`config.mk`:
```
export PLATFORM = sky130hd
export DESIGN_NAME = cpu_control_sequencer
export DESIGN_NICKNAME = d
export VERILOG_FILES = /design/src/rtl/cpu_control_sequencer.sv
export SDC_FILE = /design/constraint.sdc
export NUM_CORES = 1
export LEC_CHECK = 0
export ABC_AREA = 0
export CAP_MARGIN = 0
export CELL_PAD_IN_SITES_DETAIL_PLACEMENT = 1
export CELL_PAD_IN_SITES_GLOBAL_PLACEMENT = 2
export CORE_ASPECT_RATIO = 0.7
export CORE_MARGIN = 3
export CORE_UTILIZATION = 17
export DETAILED_ROUTE_END_ITERATION = 6
export PLACE_DENSITY_LB_ADDON = 0.12
export SETUP_SLACK_MARGIN = 0.05
export SLEW_MARGIN = 20
export SYNTH_ARGS = -nofsm -noshare
export SYNTH_HDL_FRONTEND = slang
export SYNTH_SLANG_ARGS = --single-unit
export TNS_END_PERCENT = 50
```
`constraint.sdc`:
```
create_clock -name clk -period 2.2 [get_ports clk]
set_clock_uncertainty 0.05 [all_clocks]
set_input_delay 0.44 -clock clk [delete_from_list [all_inputs] [get_ports clk]]
set_output_delay 0.44 -clock clk [all_outputs]
set_load 0.005 [all_outputs]
```
`src/rtl/cpu_control_sequencer.sv`:
```
// cpu_control_sequencer: multi-cycle fetch/decode/execute control FSM for the simple CPU.
module cpu_control_sequencer #(
  parameter int OPC_MSB = 22,
  parameter int RX_LSB  = 16,
  parameter int RY_LSB  = 12
) (
  input  logic        clk,
  input  logic        resetn,
  input  logic        run,
  input  logic        mem_ready,
  input  logic [22:0] instr,
  input  logic        zflag,
  output logic [4:0]  state,
  output logic        ir_load,
  output logic [3:0]  tribuf,
  output logic [3:0]  r_en,
  output logic        r_we,
  output logic        alu_sub,
  output logic        branch,
  output logic        PC_step,
  output logic        done,
  output logic        halted
);
  typedef enum logic [4:0] {
    IDLE   = 5'b00000,
    LOAD   = 5'b00001,
    MOV    = 5'b00010,
    AR_T1  = 5'b00011,
    AR_T2  = 5'b00100,
    AR_T3  = 5'b00101,
    FETCH  = 5'b01000,
    DECODE = 5'b01010,
    BR     = 5'b01100,
    HALT   = 5'b11111
  } state_t;
  state_t cur, nxt;
  logic [2:0] opc;
  logic [3:0] rx, ry;
  logic taken, retire, unused;
  assign opc = instr[OPC_MSB -: 3];
  assign rx = instr[RX_LSB +: 4];
  assign ry = instr[RY_LSB +: 4];
  assign unused = ^instr;
  assign taken = opc == 3'b100 || (opc == 3'b101 && zflag);
  assign state = cur;
  assign done = retire;
  assign PC_step = retire & ~branch;
  always_ff @(posedge clk or negedge resetn)
    if (!resetn) cur <= IDLE;
    else cur <= nxt;
  always_comb begin
    nxt = cur;
    ir_load = 1'b0;
    tribuf = 4'd0;
    r_en = 4'd0;
    r_we = 1'b0;
    alu_sub = 1'b0;
    branch = 1'b0;
    retire = 1'b0;
    halted = 1'b0;
    case (cur)
      IDLE: nxt = run ? FETCH : IDLE;
      FETCH: begin
        ir_load = mem_ready;
        nxt = mem_ready ? DECODE : FETCH;
      end
      DECODE: begin
        nxt = opc == 3'b000 ? LOAD : opc == 3'b001 ? MOV :
              opc[2:1] == 2'b01 ? AR_T1 : opc[2:1] == 2'b10 ? BR : HALT;
        retire = opc == 3'b110;
      end
      LOAD: begin tribuf = 4'd10; r_en = rx; r_we = 1'b1; retire = 1'b1; end
      MOV: begin tribuf = ry; r_en = rx; r_we = 1'b1; retire = 1'b1; end
      AR_T1: begin tribuf = rx; r_en = 4'd10; r_we = 1'b1; nxt = AR_T2; end
      AR_T2: begin tribuf = ry; r_en = 4'd9; r_we = 1'b1; alu_sub = opc[0]; nxt = AR_T3; end
      AR_T3: begin tribuf = 4'd9; r_en = rx; r_we = 1'b1; retire = 1'b1; end
      BR: begin tribuf = rx; branch = taken; retire = 1'b1; end
      HALT: halted = 1'b1;
      default: nxt = IDLE;
    endcase
    // run is only looked at when an instruction retires (or in IDLE)
    if (retire) nxt = run ? FETCH : IDLE;
  end
endmodule

```
==> metrics <==
result of the run complete, but fails checks; violations in the final reports setup timing; Crit Path Class register to output pin; IR Drop Worst-Case VDD 0.300 mV; number of clock buffers inserted by TritonCTS 3; post-detail-place hpwl 2.59 mm; Synth area leader dfrtp_1; initial core utilization 18.7%; count of placed standard cells in the final layout, fillers left out ~230; buffer cell driving the clock tree root clkbuf_8; overflow left after global routing 0; setup repair after global routing missed its margin yes; number of warnings reported in the yosys synthesis log 0; TritonCTS clock tree built; post-detailed-route DRC marker count 0; WL/cell 15.7 µm; period utilisation layout 106%; post-synthesis average cell area 7.00 µm²; Max-Slew Margin vs Limit between 60% and 70%; drt total wl 3.57 mm; number of buffers on the longest clock path 2; Setup crit start kind register; portion of total power attributed to sequential cells between 10% and 20%; power spent charging and discharging nets approximately 0.8 mW; multiplexer fraction of the synthesized cell area 0%; Peak Freq roughly 430 MHz; Netlist Area Pre-Place 693 µm²; required time of the critical path 1.71 ns; Die Y-Extent around 60 µm; slew at the pin closest to its max-slew limit around 0.53 ns; Final Util 42.9%; total number of nets in the final design around 210; post-synthesis sequential area ratio 18.1%; first-pass GRT wire length ~5.6 mm; crit path capture type output pin; post-route minimum period 2.33 ns; Power Density 1210 nW/µm²; compound-cell area share of the yosys netlist 36.5%; end of the worst register-to-register path state[4]$_DFFE_PN0P_; number of H-tree levels 1; number of violations reported at the end of detailed-routing iteration 0 between 50 and 60; Largest register FFs 5; fraction of final layout cells sized beyond drive strength 1 49.7%; clk sinks 5; layout overhead on the synthesized area 130%; largest net degree at the start of global routing 15; via-per-instance ratio 4.73; clk_lat worst skew 0.22 ns; number of antenna-violating nets in the routed design 0; fraction of post-synthesis cell area in the top cell type by area between 10% and 20%; Chip Width slightly above 80 µm; count of final max-slew check failures 0; Total Neg Setup Slack -0.355 ns; post-layout worst setup margin -0.127 ns; Seq cells post-synth 5; top post-synthesis cells by area dfrtp_1 (18%), o21ai_0 (6.5%), nor2_1 (4.9%); largest family of logic cells by synthesized area compound AO/OA/AOI/OAI gates; gp weighted congestion 0.826; Net Sw Frac a little over two fifths; slack of the worst reg-to-reg path 0.33 ns; total placed cells including tap cells 212; crit-path max FO 4; syn_nets ~130; share of synthesized cell area in full adder, half adder and majority cells 1.81%; Core Rows 18; arrival time of the worst setup path approximately 1.8 ns; number of antenna violations at the first check in global routing 0; Internal between 1 and 1.5 mW; # diodes 0; class of the most critical hold timing path primary input to asynchronous set/reset pin; number of ports placed on the die boundary 48; leakage between 0.7 and 0.8 nW; count of buffers inserted at the top-level ports 35; logic gate share of total power a little over 80%; Max-cap violations 0; full die area 4890 µm²; area share of and/or/nand/nor cells after synthesis 34.7%; XOR/XNOR share of the synthesized area 0%; cell count of the worst reg-to-reg path 8; number of failing hold endpoints at the final stage 0; Fin Hold WS 0.397 ns; clock transition at the registers of the reported paths 0.04 ns; cell count after synthesis 99; Core Area 3720 µm²; Placed Instance Area 1340 µm²; Pre-Repair DR Iteration Count 4; number of distinct library cell variants in the gate-level netlist after synthesis 41; combined global-route utilization of all metal layers around 15%; final cell area excluding filler cells between 1500 and 2000 µm²; total vias in the final route 1,074; RR Startpoint state[0]$_DFFE_PN0P_; via count of the first global-routing pass 1,151; total setup violations reported at the end of the flow 3; share of power burned in the clock network under 10%
## worst max-delay path, stage by stage (launching register included)
cell and delay (ns):
dfrtp_1 0.41, or3b_4 0.43, or4_4 0.44, a21oi_4 0.15, buf_6 0.11, buf_6 0.08
## kinds of logic after synthesis
logic type               count (synthesis)
buffers and inverters                   15
AO/OA/AOI/OAI                           37
adder cells (fa/ha/maj)                  1
AND/OR/NAND/NOR                         41
flip-flops                               5
## worst max-delay path by stage
stage	slack (ns)	startpoint	endpoint	cells past startpoint
floorplan	0.21	state[3]$_DFFE_PN0P_	PC_step	5
global placement	-0.46	instr[21]	PC_step	7
detailed placement	-0.50	instr[21]	PC_step	7
CTS	-0.20	state[0]$_DFFE_PN0P_	PC_step	5
global route	-0.24	state[2]$_DFFE_PN0P_	halted	6
finish	-0.13	state[4]$_DFFE_PN0P_	branch	5
## layout by cell type (no fill, tap or decap), types with 4 or more instances in the layout
| cell type | instances |
|---|---|
| buf_4 | 42 |
| clkdlybuf4s50_1 | 17 |
| nor2_1 | 9 |
| inv_1 | 7 |
| o21ai_0 | 6 |
| a21oi_1 | 5 |
| buf_6 | 5 |
| buf_2 | 5 |
| nand3_1 | 4 |
| dlymetal6s2s_1 | 4 |
| dfrtp_2 | 4 |
## layout make-up
class                   instances  area, µm²
inverters                       7       26.3
fillers                       457       2120
flip-flops and latches          5        130
multi-input cells              79        632
well taps                      50       62.6
repair buffers                 82        698
clock buffers                   4       45.0
## stage by stage
stage          power, mW  worst slack, ns
3_5_place_dp        1.50           -0.502
5_1_grt             2.08           -0.236
2_1_floorplan      0.743            0.208
3_3_place_gp        1.49           -0.462
4_1_cts             1.77           -0.197
6_report            1.93           -0.127
## routing by layer
layer / up-vias / track usage, % / routed length (µm)
li1: 524 / - / -
met1: 516 / 20.8 / 1690
met2: 34 / 24.3 / 1700
met3: 0 / 3.80 / 187
met4: 0 / 2.84 / 0
met5: - / 0 / 0
## power by group through the flow
stage	sequential [mW]	clock, mW	combinational (mW)
after floorplan	0.158	0	0.585
after global placement	0.183	0	1.31
after detailed placement	0.183	0	1.32
after CTS	0.193	0.175	1.40
after global routing	0.202	0.184	1.69
final	0.194	0.170	1.57
## synth_stat cells
cell,count
and3_1,1
nand4_1,1
o21ai_1,1
or2_2,2
nand3_1,4
nor3_1,6
buf_1,1
a31o_2,2
a221oi_2,1
nand2b_1,4
buf_2,2
nor4_1,3
o211ai_1,1
nor2_1,9
or4_1,1
o22a_1,1
nand3b_1,1
clkbuf_1,4
o21a_1,1
a22oi_1,1
ha_1,1
a21o_1,3
o21bai_1,1
a21oi_2,1
o2111ai_1,1
inv_1,7
nor4b_2,1
dfrtp_1,5
a22o_1,2
a32o_1,1
a31oi_1,3
a211oi_1,2
nor4bb_1,1
nor3b_1,1
o21ai_0,9
and2_1,2
nor2b_1,2
nand2_1,1
buf_4,1
a21oi_1,6
or3b_4,1
## repair_timing
item | 4_1_cts | 5_1_grt
hold buffers | 0 | 0
buffers inserted | 6 | 7
pin swaps | 8 | 10
endpoints found under the hold margin | 0 | 0
endpoints found under the setup margin | 15 | 14
resized for setup | 52 | 32
Note: power is estimated with default switching activity, not from simulation.
